==> src/rtl/nn_seq_pkg.sv <==
// nn_seq_pkg: sequencer states, prediction encodings and the built-in XOR training set
package nn_seq_pkg;

    typedef enum logic [3:0] {
        IDLE,
        LOAD,
        LATCH,
        FP_SET,
        FP_WR,
        FP_RD,
        BP_SET,
        BP_WR,
        BP_RD,
        WB,
        T_LOAD,
        T_LATCH,
        T_SET,
        T_EVAL,
        DONE
    } state_t;

    typedef struct packed {
        logic x;
        logic y;
        logic label;
    } sample_t;

    localparam logic [1:0] PRED_ONE  = 2'b10;
    localparam logic [1:0] PRED_ZERO = 2'b01;
    localparam logic [1:0] PRED_NONE = 2'b00;

    localparam sample_t XOR_DATASET [4] = '{3'b000, 3'b011, 3'b101, 3'b110};

    function automatic logic pred_hit(input logic [1:0] p, input logic [1:0] e);
        return p == e && p != PRED_NONE;
    endfunction

endpackage

==> src/rtl/xor_dataset_rom.sv <==
// xor_dataset_rom: maps a sample index to its {x, y, label} training record
module xor_dataset_rom
    import nn_seq_pkg::*;
(
    input  logic [1:0] idx,
    output sample_t    sample
);

    assign sample = XOR_DATASET[idx];

endmodule

==> src/rtl/nn_train_sequencer.sv <==
// nn_train_sequencer: single-clock strobe schedule driving the XOR network through training and a scored test pass
module nn_train_sequencer
    import nn_seq_pkg::*;
#(
    parameter int NUM_EPOCHS    = 1000,
    parameter int EPOCH_W       = 16,
    parameter int SETTLE_CYCLES = 4
) (
    input  logic               clk,
    input  logic               reset,
    input  logic               start,
    input  logic [1:0]         predicted,
    input  logic [1:0]         expected,
    output logic               x_input,
    output logic               y_input,
    output logic               read_en,
    output logic               write_en,
    output logic               read_en1,
    output logic               write_en1,
    output logic               read_en2,
    output logic               write_en2,
    output logic               reg_load,
    output logic               TestFlag,
    output logic               busy,
    output logic               done,
    output logic [EPOCH_W-1:0] epoch,
    output logic [2:0]         correct
);

    localparam int                 SW          = $clog2(SETTLE_CYCLES + 1);
    localparam logic [SW-1:0]      SETTLE_LOAD = SW'(SETTLE_CYCLES - 1);
    localparam logic [EPOCH_W-1:0] EPOCH_LAST  = EPOCH_W'(NUM_EPOCHS);

    state_t             state, state_n;
    logic [1:0]         idx, idx_n;
    logic [SW-1:0]      settle, settle_n;
    logic [EPOCH_W-1:0] epoch_n;
    logic [2:0]         correct_n;
    sample_t            sample_n;
    logic               unused_label;

    xor_dataset_rom u_rom (
        .idx    (idx_n),
        .sample (sample_n)
    );

    assign unused_label = sample_n.label;

    // Next-state, sample index, settle countdown and epoch/score bookkeeping
    always_comb begin
        state_n   = state;
        idx_n     = idx;
        settle_n  = settle;
        epoch_n   = epoch;
        correct_n = correct;
        case (state)
            IDLE, DONE: if (start) begin
                idx_n     = '0;
                epoch_n   = '0;
                correct_n = '0;
                state_n   = NUM_EPOCHS == 0 ? T_LOAD : LOAD;
            end
            LOAD:    state_n = LATCH;
            LATCH: begin
                settle_n = SETTLE_LOAD;
                state_n  = FP_SET;
            end
            FP_SET: begin
                settle_n = settle - 1'b1;
                state_n  = settle == '0 ? FP_WR : FP_SET;
            end
            FP_WR:   state_n = FP_RD;
            FP_RD: begin
                settle_n = SETTLE_LOAD;
                state_n  = BP_SET;
            end
            BP_SET: begin
                settle_n = settle - 1'b1;
                state_n  = settle == '0 ? BP_WR : BP_SET;
            end
            BP_WR:   state_n = BP_RD;
            BP_RD:   state_n = WB;
            WB: begin
                idx_n   = idx + 2'd1;
                epoch_n = idx == 2'd3 ? epoch + 1'b1 : epoch;
                state_n = idx == 2'd3 && epoch_n == EPOCH_LAST ? T_LOAD : LOAD;
            end
            T_LOAD:  state_n = T_LATCH;
            T_LATCH: begin
                settle_n = SETTLE_LOAD;
                state_n  = T_SET;
            end
            T_SET: begin
                settle_n = settle - 1'b1;
                state_n  = settle == '0 ? T_EVAL : T_SET;
            end
            T_EVAL: begin
                correct_n = pred_hit(predicted, expected) ? correct + 3'd1 : correct;
                idx_n     = idx + 2'd1;
                state_n   = idx == 2'd3 ? DONE : T_LOAD;
            end
            default: state_n = IDLE;
        endcase
    end

    // State, counters and registered strobes decoded from the state being entered
    always_ff @(posedge clk or posedge reset) begin
        if (reset) begin
            state     <= IDLE;
            idx       <= '0;
            settle    <= '0;
            epoch     <= '0;
            correct   <= '0;
            x_input   <= 1'b0;
            y_input   <= 1'b0;
            read_en   <= 1'b0;
            write_en  <= 1'b0;
            read_en1  <= 1'b0;
            write_en1 <= 1'b0;
            read_en2  <= 1'b0;
            write_en2 <= 1'b0;
            reg_load  <= 1'b0;
            TestFlag  <= 1'b0;
            busy      <= 1'b0;
            done      <= 1'b0;
        end else begin
            state     <= state_n;
            idx       <= idx_n;
            settle    <= settle_n;
            epoch     <= epoch_n;
            correct   <= correct_n;
            x_input   <= sample_n.x;
            y_input   <= sample_n.y;
            read_en   <= state_n == LOAD || state_n == T_LOAD;
            write_en  <= state_n == WB;
            read_en1  <= state_n == FP_RD;
            write_en1 <= state_n == FP_WR;
            read_en2  <= state_n == BP_RD;
            write_en2 <= state_n == BP_WR;
            reg_load  <= state_n == LATCH || state_n == T_LATCH;
            TestFlag  <= state_n inside {T_LOAD, T_LATCH, T_SET, T_EVAL};
            busy      <= !(state_n inside {IDLE, DONE});
            done      <= state_n == DONE;
        end
    end

endmodule
==> config.mk <==
export PLATFORM = sky130hd
export DESIGN_NAME = nn_train_sequencer
export DESIGN_NICKNAME = d
export VERILOG_FILES = /design/src/rtl/nn_seq_pkg.sv /design/src/rtl/xor_dataset_rom.sv /design/src/rtl/nn_train_sequencer.sv
export SDC_FILE = /design/constraint.sdc
export NUM_CORES = 1
export LEC_CHECK = 0
export ABC_AREA = 0
export BUFFER_PORTS_ARGS = -buffer_cell sky130_fd_sc_hd__buf_2
export CORE_MARGIN = 2
export CORE_UTILIZATION = 35
export CTS_CLUSTER_DIAMETER = 120
export DETAILED_ROUTE_END_ITERATION = 6
export PLACE_DENSITY = 0.53
export SLEW_MARGIN = 20
export SYNTH_ARGS = -nofsm -noshare
export SYNTH_HDL_FRONTEND = slang
export SYNTH_SLANG_ARGS = --single-unit
==> constraint.sdc <==
create_clock -name clk -period 2.85 [get_ports clk]
set_clock_uncertainty 0.05 [all_clocks]
set_input_delay 0.57 -clock clk [delete_from_list [all_inputs] [get_ports clk]]
set_output_delay 0.57 -clock clk [all_outputs]
set_load 0.01 [all_outputs]
==> impl_metrics.ini, run 1 <==
[route]
drc_errors = 0
vias_per_cell = 5.66
drtPass1Iterations = 4
drtIter0Drc = 194
drtAntennaViolNets = 0
num_vias = 2251
wl_mm = 6.08
wire_per_inst_um = 15.3

[final_layout]
n_antenna_cell = 0
final_area_mm2 = 0.00274
fillCellCount = 653
ff_latch_area_um2 = 951
multi_input_area_mm2 = 0.00130
area_growth_syn_to_layout_pct = 16.0
instances_no_fill = 398
drive_above_1_share = 0.190
num-nets-final = 332

[power]
power.density_mw_per_mm2 = 377
intPower_w = 0.000813
p_clk_frac = 0.448
power.leakage_nw = 1.24
ir_drop_mv = 0.189
p_comb_frac = 0.027
swShare = 0.214
sequentialPowerShare = 0.525
net-switching-power_w = 0.000221
total_power_w = 0.00103

[sta]
period_needed_ns = 2.35
tns_ns = 0
setup_slack_ns = 0.503
fmax_ghz = 0.426
relSlewSlack = 0.651
period_share = 0.824
finalSetupViolations = 0
rsz0062_at_grt = false
tightest_slew_ns = 0.524
drv_slew = 0
hold_viol = 0

[clock_network]
cts_tree = built
path_clk_slew_ns = 0.08
post_cts_resized = 0
clk_latency_ns = 0.30
clockBufferDepth = 2
cts_hold_buffers = 0
numCtsBuffers = 5
post_cts.repair.setup_buffers = 0
htreeDepth = 2
root_buffer = clkbuf_8
clock_sinks = 38

[global_route]
overflow = 0
grt_max_degree = 39
grt_use_total = 0.175
grt_pass1_wl_mm = 10.3
antenna_found_initial = 0
grt_pass1_vias = 2030

[yosys]
yosysWarnings = 0
synth.avg_cell_area_um2 = 8.28
synth_cells = 285
yosysUniqueCellTypes = 55
syn_area_mm2 = 0.00236
ys_async_sr_fraction = 1.00
ys_seq_elements = 38
synth_seq_area_share = 0.403
yosys_most_used_dff = dfrtp_1
synth_edf_count = 0
syn_nets = 297

[critical_path]
reg2reg_to = state[0]
crit_arrival_ns = 2.50
crit_type = register to register
cp-start-kind = register
rr_worst_depth = 7
r2r_setup_slack_ns = 0.50
critPathMaxFanout = 8
required_ns = 3.00
setup.worst_path.end = state[0]
end_kind = register

[floorplan]
fp.dieH_um = 86.1
die_area_mm2 = 0.00742
ios = 38
core_area_mm2 = 0.00642
rows = 29
die_w_um = 86.1
start_util = 0.368

[placement]
dp_hpwl_mm = 4.28
io_buffers = 37
dp.cells = 390
place_congestion = 0.838
preCtsSetupSlack_ns = 0.489
postPlaceCellArea_mm2 = 0.00263

[job]
cap_violations = 0

[hold_path]
hp-class = input pin to asynchronous set/reset pin

[status]
status = completed
==> through the flow <==
step | utilization | hold slack (ns)
floorplan | - | 0.460
global placement | 0.410 | 0.456
detailed placement | 0.410 | 0.463
CTS | 0.426 | 0.348
global route | 0.426 | 0.387
finish | 0.426 | 0.329
==> final cells by class <==
cell class | count | share of cell area
inverter | 9 | 0.0123
clock inverter | 1 | 0.0110
tap | 77 | 0.0352
clock buffer | 7 | 0.0279
sequential | 38 | 0.347
timing repair buffer | 46 | 0.0923
multi-input combinational | 220 | 0.474
==> cell usage after synthesis, drive strengths merged (3+ instances only) <==
| cell | count | share of area |
|---|---|---|
| xnor2 | 3 | 0.011 |
| nand2 | 34 | 0.054 |
| xor2 | 4 | 0.015 |
| buf | 8 | 0.017 |
| a21oi | 14 | 0.030 |
| clkbuf | 10 | 0.016 |
| o31ai | 4 | 0.013 |
| nor4 | 3 | 0.011 |
| nand3 | 18 | 0.050 |
| nand2b | 3 | 0.0079 |
| and3 | 7 | 0.019 |
| nor3 | 11 | 0.023 |
| nor2b | 3 | 0.0079 |
| nor2 | 22 | 0.035 |
| inv | 8 | 0.013 |
| dfrtp | 38 | 0.40 |
| ha | 5 | 0.026 |
| a31oi | 5 | 0.013 |
| o21ai | 43 | 0.091 |
| nand4 | 6 | 0.016 |
==> logic make-up (layout without fill, tap and decap cells) <==
group	Yosys count	after routing	share of synthesized area
flip-flops	38	38	0.403
buffers and inverters	27	63	0.0477
XOR/XNOR	7	7	0.0260
adder cells (fa/ha/maj)	5	5	0.0265
AND/OR/NAND/NOR	116	116	0.251
multiplexers	3	3	0.0132
AO/OA/AOI/OAI	89	89	0.233
==> layer usage <==
| metal | track usage | vias up | wire length, um |
|---|---|---|---|
| li1 | - | 1120 | - |
| met1 | 0.259 | 1072 | 3100 |
| met2 | 0.257 | 54 | 2640 |
| met3 | 0.0366 | 5 | 269 |
| met4 | 0.0534 | 0 | 73 |
| met5 | 0 | - | 0 |
==> registers in the layout, summed over array words and instances, names as in the netlist, named ones only <==
| register | flops |
|---|---|
| read_en | 1 |
| read_en2 | 1 |
| correct | 3 |
| busy | 1 |
| done | 1 |
| settle | 3 |
| reg_load | 1 |
| epoch | 16 |
| write_en | 1 |
| write_en1 | 1 |
| state | 4 |
| write_en2 | 1 |
| read_en1 | 1 |
| TestFlag | 1 |
==> how the worst min path moves through the flow <==
stage,start,to,cells past startpoint
finish,reset,settle[1],3
global route,reset,reg_load,3
CTS,reset,reg_load,3
detailed placement,register,register,1
global placement,register,register,1
floorplan,settle[1],settle[1],2
==> critical path, stage by stage, from the launching register on <==
cell and delay (ns):
dfrtp_1 0.39, ha_1 0.27, nand3_2 0.19, or3_1 0.35, a2111o_1 0.43, a211oi_2 0.25
nand3_2 0.12, a21bo_1 0.20
==> power groups by stage <==
stage | registers, W | logic (W) | clock network, W
2_1_floorplan | 0.000554 | 0.0000137 | 0
3_3_place_gp | 0.000553 | 0.0000283 | 0
3_5_place_dp | 0.000553 | 0.0000289 | 0
4_1_cts | 0.000542 | 0.0000291 | 0.000472
5_1_grt | 0.000543 | 0.0000321 | 0.000485
6_report | 0.000542 | 0.0000277 | 0.000463
==> cell usage in the layout, fill, tap and decap left out, drive strengths merged, types with 2 or more instances in the layout <==
cell type	instances
ha	5
a32oi	2
dfrtp	38
mux2i	2
a22o	2
nand2b	3
a31oi	5
nor2	22
nand2	34
buf	46
o22ai	2
a21boi	2
or3	2
nor3	11
o31ai	4
and3	7
nand4	6
inv	8
o32ai	2
a211oi	2
clkbuf	7
xor2	4
and2	2
nor4	3
a21bo	2
nor2b	3
o21ai	43
a21oi	14
nand3	18
xnor2	3
Note: power is estimated with default switching activity, not from simulation.
==> run 2, diff against run 1 <==
--- a/config.mk
+++ b/config.mk
@@ -5,13 +5,13 @@
 export SDC_FILE = /design/constraint.sdc
 export NUM_CORES = 1
 export LEC_CHECK = 0
-export ABC_AREA = 0
+export ABC_AREA = 1
 export BUFFER_PORTS_ARGS = -buffer_cell sky130_fd_sc_hd__buf_2
 export CORE_MARGIN = 2
 export CORE_UTILIZATION = 35
 export CTS_CLUSTER_DIAMETER = 120
 export DETAILED_ROUTE_END_ITERATION = 6
-export PLACE_DENSITY = 0.53
+export PLACE_DENSITY = 0.55
 export SLEW_MARGIN = 20
 export SYNTH_ARGS = -nofsm -noshare
 export SYNTH_HDL_FRONTEND = slang
==> constraint.sdc (replaced) <==
create_clock -name clk -period 2.1 [get_ports clk]
set_clock_uncertainty 0.05 [all_clocks]
set_input_delay 0.42 -clock clk [delete_from_list [all_inputs] [get_ports clk]]
set_output_delay 0.42 -clock clk [all_outputs]
set_load 0.01 [all_outputs]
==> impl_metrics.ini, run 2 <==
[floorplan]
fp.dieH_um = 84.7
die_area_mm2 = 0.00717
core_area_mm2 = 0.00631
rows = 29
die_w_um = 84.7
ios = 38
start_util = 0.361

[global_route]
grtUsageMet1 = 0.207
overflow = 0
grt.busiest_layer = met2
met2_usage = 0.271
grt_pass1_vias = 2035
antenna_found_initial = 0
grtUsageMet3 = 0.0305
grt_max_degree = 39
grt_use_total = 0.162
grt_pass1_wl_mm = 9.33

[critical_path]
required_ns = 2.29
crit_type = register to register
critical_path.cell_chain = ha_4 -> buf_6 -> nand3_1 -> nand2_1 -> nor2_1 -> nand3_1 -> nor2_2 -> nand2_2 -> nor2_4 -> nand3_2 -> a21oi_4 -> buf_4 -> nand3_1 -> nand2_1
crit_arrival_ns = 2.26
reg2reg_to = read_en
critPathMaxFanout = 5
setup.worst_path.end = read_en
r2r_setup_slack_ns = 0.03
cp-start-kind = register
crit_path_top_delay_cell = dfrtp_1
worst_path_most_repeated_cell = nand3_1
rr_worst_depth = 14
end_kind = register
crit_cells = 14
cpPeakStageDelay_ns = 0.41
crit_family = simple AND/OR/NAND/NOR gates
path_buf_inv = 2

[power]
ir_drop_mv = 0.533
p_clk_frac = 0.172
intPower_w = 0.00213
total_power_w = 0.00375
power.density_mw_per_mm2 = 1290
p_comb_frac = 0.497
sequentialPowerShare = 0.331
net-switching-power_w = 0.00163
power.leakage_nw = 1.44
swShare = 0.433

[yosys]
ys_async_sr_fraction = 1.00
netlist.area_leader.share = 0.418
syn_nets = 310
synth_seq_area_share = 0.418
synth_edf_count = 0
yosys_most_used_dff = dfrtp_1
synth.avg_cell_area_um2 = 7.64
syn_area_mm2 = 0.00228
yosysMostFrequentCell = nand2_1
synth_commonest_cells = 66 x nand2_1, 40 x nor2_1, 38 x dfrtp_1
synth_cells = 298
ys_seq_elements = 38
netlist_top_cells_area = dfrtp_1 42%, nand2_1 11%, nor2_1 6.6%
yosysTopAreaCell = dfrtp_1
yosysWarnings = 0
yosysUniqueCellTypes = 34

[clock_network]
path_clk_slew_ns = 0.08
root_buffer = clkbuf_8
cts_hold_buffers = 0
clk_latency_ns = 0.29
numCtsBuffers = 5
htreeDepth = 2
cts_tree = built
clock_sinks = 38
clockBufferDepth = 2

[sta]
whs_ns = 0.181
tns_ns = 0
period_needed_ns = 2.07
tightest_slew_ns = 0.502
fmax_ghz = 0.484
finalSetupViolations = 0
rsz0062_at_grt = true
drv_slew = 0
hold_viol = 0
relSlewSlack = 0.662
period_share = 0.984

[route]
drtIter0Drc = 73
wl_mm = 5.26
drtPass1Iterations = 4
drtAntennaViolNets = 0
vias_per_cell = 4.70
drc_errors = 0
wire_per_inst_um = 12.0
num_vias = 2052

[job]
cap_violations = 0

[final_layout]
multi_input_area_mm2 = 0.00122
num-nets-final = 372
ff_latch_area_um2 = 951
area_growth_syn_to_layout_pct = 27.7
drive_above_1_share = 0.303
final_area_mm2 = 0.00291
mostFrequentLayoutCells = 66 x nand2_1, 38 x dfrtp_1, 37 x inv_1, 37 x buf_2, 35 x nor2_1
largest_reg_flops = 16
fillCellCount = 633
top_regs = epoch x16, state x4
n_antenna_cell = 0
final_util = 0.461
final_common_cell = nand2_1
top_register = epoch

[hold_path]
hp-class = input pin to asynchronous set/reset pin

[placement]
io_buffers = 37
postPlaceCellArea_mm2 = 0.00270
place_congestion = 0.823
dp_hpwl_mm = 3.96

[status]
status = completed
==> run 2: logic make-up after synthesis <==
kind of cell / after synthesis / synth area share
simple gates: 165 / 0.354
buf+inv: 46 / 0.0830
compound gates: 38 / 0.0951
flops: 38 / 0.418
xor+xnor: 6 / 0.0231
fa+ha+maj: 5 / 0.0275
==> run 2: worst min path at each step <==
stage / to / depth (start not counted) / start / slack, ns
2_1_floorplan: settle[2] / 2 / settle[2] / 0.40
3_3_place_gp: settle[2] / 2 / settle[2] / 0.42
3_5_place_dp: settle[2] / 2 / settle[2] / 0.43
4_1_cts: epoch[12] / 3 / reset / 0.20
5_1_grt: epoch[12] / 3 / reset / 0.23
6_report: epoch[12] / 3 / reset / 0.18
==> run 2: worst min-delay path, stage by stage <==
cell and delay (ns):
buf_2 0.10, inv_1 0.04, buf_4 0.42
==> run 2: final cells by class <==
cell class | instances | share of cell area
clock buffer | 6 | 0.0284
clock inverter | 1 | 0.0103
inverter | 42 | 0.0542
multi-input combinational | 214 | 0.421
sequential | 38 | 0.327
tap | 77 | 0.0331
timing repair buffer | 59 | 0.126
==> run 2: what timing repair did <==
| item | in CTS | in global routing |
|---|---|---|
| buffers inserted | 1 | 0 |
| endpoints found under the setup margin | 3 | 5 |
| gates resized for setup | 9 | 12 |
| cloned | 0 | 0 |
| pin swaps | 6 | 4 |
==> run 2: stage by stage <==
step	cells	worst slack (ns)
5_1_grt	437	-0.125
2_1_floorplan	298	0.0268
6_report	437	0.0334
3_3_place_gp	429	-0.0783
4_1_cts	437	-0.0256
3_5_place_dp	429	-0.122
==> run 2: per-layer routing <==
metal  routed length [um]  vias to the layer above
li1                     -                     1075
met1                 2470                      930
met2                 2510                       35
met3                  172                       12
met4                  116                        0
met5                    0                        -
==> run 2: power by group through the flow <==
stage	Clock (W)	Combinational (W)	Sequential (W)
6_report	0.000647	0.00187	0.00124
5_1_grt	0.000697	0.00212	0.00128
4_1_cts	0.000665	0.00186	0.00123
3_5_place_dp	0	0.00178	0.00123
3_3_place_gp	0	0.00177	0.00123
2_1_floorplan	0	0.00102	0.00131
